<file path="config.mk">
export PLATFORM = sky130hd
export DESIGN_NAME = led_share_arbiter
export DESIGN_NICKNAME = d
export VERILOG_FILES = /design/src/rtl/led_share_arbiter.sv
export SDC_FILE = /design/constraint.sdc
export NUM_CORES = 1
export LEC_CHECK = 0
export ABC_AREA = 0
export CORE_UTILIZATION = 52
export DETAILED_ROUTE_END_ITERATION = 8
export PLACE_DENSITY = 0.78
export SYNTH_ARGS = -nofsm -noshare
export SYNTH_HDL_FRONTEND = slang
export SYNTH_SLANG_ARGS = --single-unit
</file>
<file path="constraint.sdc">
create_clock -name clk -period 2.2 [get_ports clk]
set_input_delay 0.44 -clock clk [delete_from_list [all_inputs] [get_ports clk]]
set_output_delay 0.44 -clock clk [all_outputs]
set_load 0.005 [all_outputs]
</file>
<file path="src/rtl/led_share_arbiter.sv">
// Round-robin owner of the six active-low board LEDs among three sources.
// Built-in tick prescaler enforces a minimum visible hold per grant.
module led_share_arbiter #(
    parameter int TICK_COUNT = 13500000,
    parameter int HOLD_TICKS = 4
) (
    input  logic       clk,
    input  logic       rst,
    input  logic [2:0] req_i,
    input  logic [5:0] pat0_i,
    input  logic [5:0] pat1_i,
    input  logic [5:0] pat2_i,
    output logic [2:0] grant_o,
    output logic       busy_o,
    output logic       tick_o,
    output logic [5:0] led_o
);

    localparam int CW = $clog2(TICK_COUNT);
    localparam logic [CW-1:0] PRE_LAST = CW'(TICK_COUNT - 1);
    localparam int HW = (HOLD_TICKS < 1) ? 1 : $clog2(HOLD_TICKS + 1);
    localparam logic [HW-1:0] HOLD_MAX = HW'(HOLD_TICKS);

    typedef enum logic {
        S_IDLE,
        S_GRANT
    } state_t;

    state_t          r_state;
    logic [CW-1:0]   r_pre;
    logic            r_tick;
    logic [2:0]      r_grant;
    logic            r_busy;
    logic [HW-1:0]   r_hold;
    logic [1:0]      r_last;
    logic [5:0]      r_led;

    logic [1:0]      w_c1;
    logic [1:0]      w_c2;
    logic [1:0]      w_win;
    logic            w_own_req;
    logic            w_other_req;
    logic            w_expired;
    logic            w_release;
    logic [5:0]      w_led_pat;

    function automatic logic [1:0] rr_inc(input logic [1:0] p);
        return (p == 2'd2) ? 2'd0 : p + 2'd1;
    endfunction

    // Free-running prescaler; only reset touches it.
    always_ff @(posedge clk) begin
        if (!rst) begin
            r_pre  <= '0;
            r_tick <= 1'b0;
        end else begin
            r_tick <= (r_pre == PRE_LAST);
            r_pre  <= (r_pre == PRE_LAST) ? '0 : r_pre + CW'(1);
        end
    end

    assign w_c1 = rr_inc(r_last);
    assign w_c2 = rr_inc(w_c1);

    always_comb begin
        w_win = r_last;
        if (req_i[w_c1])
            w_win = w_c1;
        else if (req_i[w_c2])
            w_win = w_c2;
    end

    assign w_own_req   = |(req_i & r_grant);
    assign w_other_req = |(req_i & ~r_grant);
    assign w_expired   = (r_hold == HOLD_MAX);
    assign w_release   = !w_own_req || (w_expired && w_other_req);

    always_ff @(posedge clk) begin
        if (!rst) begin
            r_state <= S_IDLE;
            r_grant <= 3'b000;
            r_busy  <= 1'b0;
            r_hold  <= '0;
            r_last  <= 2'd2;
        end else begin
            unique case (r_state)
                S_IDLE: begin
                    if (|req_i) begin
                        r_state <= S_GRANT;
                        r_grant <= 3'b001 << w_win;
                        r_busy  <= 1'b1;
                        r_hold  <= '0;
                        r_last  <= w_win;
                    end
                end
                S_GRANT: begin
                    if (r_tick && !w_expired)
                        r_hold <= r_hold + HW'(1);
                    // Always pass through IDLE so the LEDs blank between owners.
                    if (w_release) begin
                        r_state <= S_IDLE;
                        r_grant <= 3'b000;
                        r_busy  <= 1'b0;
                    end
                end
            endcase
        end
    end

    always_comb begin
        w_led_pat = 6'b000000;
        unique case (1'b1)
            r_grant[0]: w_led_pat = pat0_i;
            r_grant[1]: w_led_pat = pat1_i;
            r_grant[2]: w_led_pat = pat2_i;
            default:    w_led_pat = 6'b000000;
        endcase
    end

    always_ff @(posedge clk) begin
        if (!rst)
            r_led <= 6'b111111;
        else
            r_led <= ~w_led_pat;
    end

    assign grant_o = r_grant;
    assign busy_o  = r_busy;
    assign tick_o  = r_tick;
    assign led_o   = r_led;

endmodule

</file>
* Word level (Yosys, flattened, before mapping)
Cells that the tools add are included.
** Word-level totals
- Bits in registers :: 41
- Bits in latches :: 0
- RAM bits :: 0
- Bits in read-only memories :: 0
- Bits of input ports :: 23
- Logic and storage cells :: 61
- Memories :: 0
** Cells by class
- $add $sub $neg :: 4
- Multipliers :: 0
- Div/mod/pow operators :: 0
- $lt $le $gt $ge :: 2
- Eq/ne operators :: 7
- Shift-type cells :: 1
- Multiplexer cells :: 21
- Bitwise gates (word level) :: 6
- Reduce and logical (&&, ||, !) cells :: 12
** Operator list (number)
- $add A24 B1 Y24 const B :: 1
- $eq A24 B24 Y1 const B :: 1
- $pmux W6 S3 :: 1
- $mux W3 :: 4
- $pmux W3 S2 :: 2
- $reduce_or A3 Y1 :: 3
- $mux W2 :: 4
- $and A3 B3 Y3 :: 2
- $lt A2 B3 Y1 const B :: 2
- $mux W1 :: 6
- $not A6 Y6 :: 1
- $reduce_and A2 Y1 :: 3
- $add A2 B1 Y2 const B :: 2
- $bmux W1 S2 :: 2
- $eq A2 B2 Y1 const B :: 2
- $ne A2 B1 Y1 const B :: 2
- $pmux W1 S2 :: 2
- $add A3 B1 Y3 const B :: 1
- $eq A3 B3 Y1 const B :: 1
- $not A3 Y3 :: 1
- $shl A1 B2 Y3 const A :: 1
- $logic_and A1 B1 Y1 :: 2
- $logic_not A1 Y1 :: 2
- $ne A2 B2 Y1 const B :: 1
- 3 further kinds :: 4

* Logic depth before layout (Yosys ltp)
Gate-level depths: netlist (run 1).
- Depth in word-level cells :: 11
- Gate-level depth with buffers :: 6
- Depth with buffers taken out :: 6

* Least setup slack after synthesis (run 1)
No wires, ideal clock.
- Path kind :: register to register
- From :: register r_pre[2]
- To :: register r_pre[23]
- Library setup time :: 0.066 ns
- Arrival time :: 1.707 ns
- Data required time :: 2.134 ns
- Slack :: 0.427 ns
- Cell stages (with the launch flop) :: 6
- Period minus slack after synthesis :: 1.773 ns
- Cells stage by stage :: dfxtp_1 -> nand4_4 -> or4_1 -> buf_2 -> or4_4 -> a21oi_2
** Between the ends
- Longest elaborated chain between the ends :: 2
- Elaborated cells between the ends (all ways) :: 3
** RTL lines
- from (decl) :: RTL line 30 : logic [CW-1:0] r_pre;
- from (signal assigned) :: RTL line 58 : r_pre <= (r_pre == PRE_LAST) ? '0 : r_pre + CW'(1);
- parallel branches: the longest is 2 deep, another holds $add A24 B1 Y24
Parallel ways; which one is timed is not known.
A chain may end at the register's enable or synchronous reset.

* Final worst setup path (run 1)
- From :: register r_pre[0]
- To :: register r_pre[6]
Same word-level chain as after synthesis.

==> metrics.md, run 1 <==
| Metric | Value |
|---|---|
| Slew Viols, Final | `0` |
| Yosys top cell area share | `0.421` |
| Layout cells sized above 1 | `0.110` |
| Slew @ Worst Pin | `0.567 ns` |
| Initial antenna violation count | `0` |
| Max Buffers Root-to-Sink | `2` |
| Asr flop ratio synth | `0` |
| Post-DP HPWL | `2.88 mm` |
| Chip Height | `63.2 um` |
| Fmax | `515 MHz` |
| Post-synthesis sequential area ratio | `0.421` |
| Post_cts resized | `0` |
| Final Skew | `0.00481 ns` |
| RSZ-0062 raised after global routing | `false` |
| Synth-to-layout area growth | `23.3%` |
| Synth Cell Area | `0.00195 mm2` |
| Synth Area in Compound Gates | `0.159` |
| Width of the die | `63.2 um` |
| Critical Path Max Stage Delay | `0.49 ns` |
| Initial core utilization | `0.562` |
| PwrDens | `598 mW/mm2` |
| Htree depth | `2` |
| Yosys warning count | `0` |
| GPL Wtd Cong | `0.862` |
| Number of synthesized flops with an enable pin | `0` |
| Grt total ovfl | `0` |
| CP Data Required Time | `2.38 ns` |
| Crit. End Element | `flip-flop` |
| Wire per inst | `13.4 um` |
| Tcrit/Tclk final | `0.883` |
| Syn Inst Count | `221` |
| Vias in the first global route | `1607` |
| First-pass GRT wire length | `6.97 mm` |
| DRT iter0 DRCs | `171` |
| Worst Setup Path Type | `flip-flop to flip-flop` |
| Crit-path max FO | `11` |
| Final setup TNS | `0 ns` |
| Mean Syn Cell Area | `8.82 um2` |
| Most common cell after layout, fill and taps aside | `dfxtp_1` |
| Worst Path Buf+Inv | `1` |
| CTS Sinks | `41` |
| Ys flop type | `dfxtp_1` |
| Leak Pwr | `0.811 nW` |
| CTS clk-pin slew, worst paths | `0.07 ns` |
| Worst min-delay path class | `flip-flop to flip-flop` |
| FP Rows | `21` |
| CTS root buffer | `clkbuf_8` |
| Yosys cell types | `46` |
| Crit-path slowest cell | `o21ai_1` |
| Filler instances | `281` |
| Placed Instances | `294` |
| Largest family of logic cells by synthesized area | `simple AND/OR/NAND/NOR gates` |
| Largest net degree at the start of global routing | `16` |
| Post-Synth Simple-Gate Area | `0.310` |
| Hold Buf Count CTS | `0` |
| CTS tree | `done` |
| Drc violations | `0` |
| Fin cells | `301` |
| Total via count in the routed design | `1727` |
| Status | `completed` |
| # setup viols final | `0` |
| Max-slew headroom | `0.619` |
| Total die area | `0.00399 mm2` |
| Pwr Total | `1.44 mW` |
| Routed wire length | `4.05 mm` |
| IO Port Bufs | `33` |
| Critical Path AT | `2.12 ns` |
| Max VDD drop | `0.459 mV` |
| Max Cap Violations | `0` |
| Syn Nets | `247` |
| Post-DR vias/cell | `5.74` |
| Fin nets | `281` |
| GRT Total Usage | `0.215` |
| #FFs+latches synth | `41` |
| Synth top area cells | `dfxtp_1, a21oi_1, nor2_1, xor2_1, a222oi_1` |
| Post-Synth XOR/XNOR Area | `0.0584` |
| Crit-path cells | `ha_1 -> and4_2 -> nand3_1 -> o21ai_1 -> buf_4 -> nor2_1` |
| Area share of fa/ha/maj cells after synthesis | `0.0193` |
| Crit path launch type | `flip-flop` |
| Hold_ws | `0.475 ns` |
| Pre-Repair DR Iteration Count | `4` |
| Worst skew pair latency | `0.28 ns` |
| Commonest cells after routing, fill and taps aside | `dfxtp_1, clkdlybuf4s50_1, nor2_1` |
| Post-CTS setup buffers | `0` |
| Ports | `34` |
| Synth area leader | `dfxtp_1` |
| Final Hold Viols | `0` |
| Mux contribution to synthesized area | `0` |
| Total CTS buffers | `5` |
| Inserted Diodes | `0` |
| Tmin final | `1.94 ns` |
| Core box area | `0.00347 mm2` |
| CP top delay family | `compound AO/OA/AOI/OAI gates` |
| Routed Antenna Nets | `0` |
-- sequential cells by signal (all words and copies together), names as in the netlist --
| signal | count |
|---|---|
| r_pre | 24 |
| r_last | 2 |
| busy_o | 1 |
| tick_o | 1 |
| grant_o | 3 |
| r_state | 1 |
| led_o | 6 |
| r_hold | 3 |
-- path summary, 6_finish.rpt --
kind / depth (start not counted) / slack (ns) / endpoint / start
max: 6 / 0.26 / r_pre[6]$_SDFF_PP0_ / r_pre[0]$_SDFF_PP0_
min: 1 / 0.48 / r_pre[0]$_SDFF_PP0_ / r_pre[0]$_SDFF_PP0_
max reg2reg: 6 / 0.26 / r_pre[6]$_SDFF_PP0_ / r_pre[0]$_SDFF_PP0_
min reg2reg: 1 / 0.48 / r_pre[0]$_SDFF_PP0_ / r_pre[0]$_SDFF_PP0_
-- synthesized netlist by cell type, drive strengths merged (2+ instances only) --
library cell and instances:
xor2 7, and2 2, a31oi 2, or2 8, nand2 15, dfxtp 41, nor2 18, a222oi 6
o22ai 2, nor4bb 3, nand3 13, and3 3, ha 3, nor3 7, nor2b 2, o21ai 7
buf 2, xnor2 6, a21oi 15, o31ai 5, o21a 4, or4 5, and4 2, or3 5
nor3b 3, nor4 2, nand2b 4, inv 5, clkbuf 7, nand4 10
-- area by class of cell --
cell class / count / area, um2 / share of cell area
flip-flops and latches: 41 / 821 / 0.342
inverters: 5 / 18.8 / 0.00781
repair buffers: 36 / 353 / 0.147
well taps: 46 / 57.6 / 0.0240
clock buffers: 7 / 86.3 / 0.0359
multi-input cells: 166 / 1070 / 0.444
-- through the flow --
| step | setup slack (ns) | utilization | instance area [um2] |
|---|---|---|---|
| detailed placement | 0.273 | 0.668 | 2320 |
| floorplan | 0.427 | - | 1950 |
| finish | 0.257 | 0.693 | 2400 |
| CTS | 0.250 | 0.693 | 2400 |
| global route | 0.131 | 0.693 | 2400 |
| global placement | 0.311 | 0.668 | 2320 |
-- cell families (layout without fill, tap and decap cells) --
kind of cell | Yosys count | after routing
and+or+nand+nor | 104 | 104
AOI/OAI and AO/OA | 46 | 46
DFF | 41 | 41
buffers and inverters | 14 | 48
xor gates and xnor gates | 13 | 13
adders and majority gates | 3 | 3
-- routing by layer --
metal  track usage  up-vias  wire (um)  share of wire
met5             0        -          0              0
met4        0.0483        0         21         0.0052
met3        0.0580        4        204          0.050
met2         0.359       46       1850           0.46
met1         0.275      794       1970           0.49
li1              -      883          -              -
-- where the power goes --
part | internal, mW | leakage (nW) | switching, mW
sequential | 0.764 | 0.333 | 0.0337
clock | 0.249 | 0.0443 | 0.231
combinational | 0.0997 | 0.434 | 0.0611
total | 1.11 | 0.811 | 0.326
(Power assumes the default switching activity.)
==> run 2: changes to the inputs <==
CORE_UTILIZATION = 45   (was 52)
PLACE_DENSITY = 0.69   (was 0.78)
SLEW_MARGIN = 10   (was default)
==> run 2 against run 1 <==
  * Routed wire length decreased by 1.1%
  * Flip-flop and latch count unchanged
  * Final cell count is 2.0% higher
  * Total power is 16% higher
  * Global-route usage shrank 2.7 points
  * Critical path depth decreased by 2
  * Via count decreased by 1.8%
  * Register-to-register slack better by 0.02 ns
  * Critical path type unchanged
==> metrics.md, run 2 (same netlist as run 1, synthesis figures left out) <==
| Metric | Value |
|---|---|
| IO Port Bufs | `33` |
| Slew @ Worst Pin | `0.552 ns` |
| Fin nets | `282` |
| CP Data Required Time | `2.43 ns` |
| CTS Sinks | `41` |
| Final Hold Viols | `0` |
| Grt total ovfl | `0` |
| Post-layout util | `0.606` |
| # setup viols final | `0` |
| Worst setup margin | `0.278 ns` |
| Chip Height | `67.8 um` |
| Crit-path max FO | `8` |
| Total via count in the routed design | `1696` |
| Post-CTS setup buffers | `0` |
| Fmax | `520 MHz` |
| Initial core utilization | `0.477` |
| Max reg flops | `24` |
| GPL Wtd Cong | `0.811` |
| Critical Path AT | `2.15 ns` |
| Hold_ws | `0.487 ns` |
| Max VDD drop | `0.587 mV` |
| Total die area | `0.00460 mm2` |
| Crit path launch type | `flip-flop` |
| Fin cells | `307` |
| Worst Setup Path Type | `flip-flop to flip-flop` |
| RSZ-0062 raised after global routing | `false` |
| Final Skew | `0.0126 ns` |
| Pwr Total | `1.67 mW` |
| Slew Viols, Final | `0` |
| Synth-to-layout area growth | `27.0%` |
| Max Buffers Root-to-Sink | `2` |
| PwrDens | `673 mW/mm2` |
| Drc violations | `0` |
| Width of the die | `67.8 um` |
| Area of the multi-input gates | `0.00107 mm2` |
| FF/Latch Area | `821 um2` |
| Core box area | `0.00409 mm2` |
| DP Area | `0.00234 mm2` |
| Post-DP HPWL | `2.85 mm` |
| Tcrit/Tclk final | `0.874` |
| Largest net degree at the start of global routing | `21` |
| Inserted Diodes | `0` |
| Hold Buf Count CTS | `0` |
| DRT iter0 DRCs | `108` |
| Leak Pwr | `0.844 nW` |
| Tmin final | `1.92 ns` |
| First-pass GRT wire length | `6.54 mm` |
| Htree depth | `2` |
| Worst min-delay path class | `flip-flop to flip-flop` |
| CTS clk-pin slew, worst paths | `0.08 ns` |
| Reg with most FFs | `r_pre` |
| Post-DR vias/cell | `5.52` |
| Max Cap Violations | `0` |
| Routed wire length | `4.00 mm` |
| Max-slew headroom | `0.629` |
| Ports | `34` |
| CTS tree | `done` |
| Pre-Repair DR Iteration Count | `4` |
| Vias in the first global route | `1521` |
| Routed Antenna Nets | `0` |
| Final Instance Area | `0.00247 mm2` |
| Crit. End Element | `flip-flop` |
| Layout cells sized above 1 | `0.121` |
| GRT Total Usage | `0.188` |
| Total CTS buffers | `5` |
| Wire per inst | `13.0 um` |
| Pre-CTS WS | `0.278 ns` |
| FP Rows | `23` |
| Post_cts resized | `0` |
| CTS root buffer | `clkbuf_8` |
| Status | `completed` |
| Initial antenna violation count | `0` |
| Placed Instances | `299` |
| Filler instances | `375` |
| Most common cell after layout, fill and taps aside | `dfxtp_1` |
| Commonest cells after routing, fill and taps aside | `dfxtp_1, clkdlybuf4s50_1, nor2_1` |
| Final setup TNS | `0 ns` |
| Worst skew pair latency | `0.29 ns` |
-- run 2: path summary, 6_finish.rpt --
path,end,slack (ns),from,cells after the start
hold / removal,r_pre[0]$_SDFF_PP0_,0.49,r_pre[0]$_SDFF_PP0_,1
setup reg to reg,r_pre[23]$_SDFF_PP0_,0.28,r_pre[10]$_SDFF_PP0_,4
setup / recovery,r_pre[23]$_SDFF_PP0_,0.28,r_pre[10]$_SDFF_PP0_,4
hold reg to reg,r_pre[0]$_SDFF_PP0_,0.49,r_pre[0]$_SDFF_PP0_,1
-- run 2: cell type report --
cell class	count	share of cell area
flip-flops and latches	41	0.332
clock inverters	3	0.0263
inverters	5	0.00758
clock buffers	5	0.0278
repair buffers	37	0.151
well taps	50	0.0253
multi-input cells	166	0.431
-- run 2: where the power goes --
part / internal (mW) / switching, mW / total [mW]
registers: 0.763 / 0.0318 / 0.795
logic: 0.101 / 0.0606 / 0.161
clock network: 0.451 / 0.258 / 0.709
-- run 2: metal layers --
layer  part of all wire  global-route usage  up-vias
met5                  0                   0        -
met4              0.014              0.0625        0
met3              0.057              0.0456        5
met2               0.45               0.311       39
met1               0.48               0.238      764
li1                   -                   -      888
-- run 2: critical path, cell delays in order, from the launching register on --
cell,delay [ns]
dfxtp_1,0.42
nand3_1,0.11
or4_1,0.66
or4_4,0.53
a21oi_2,0.14
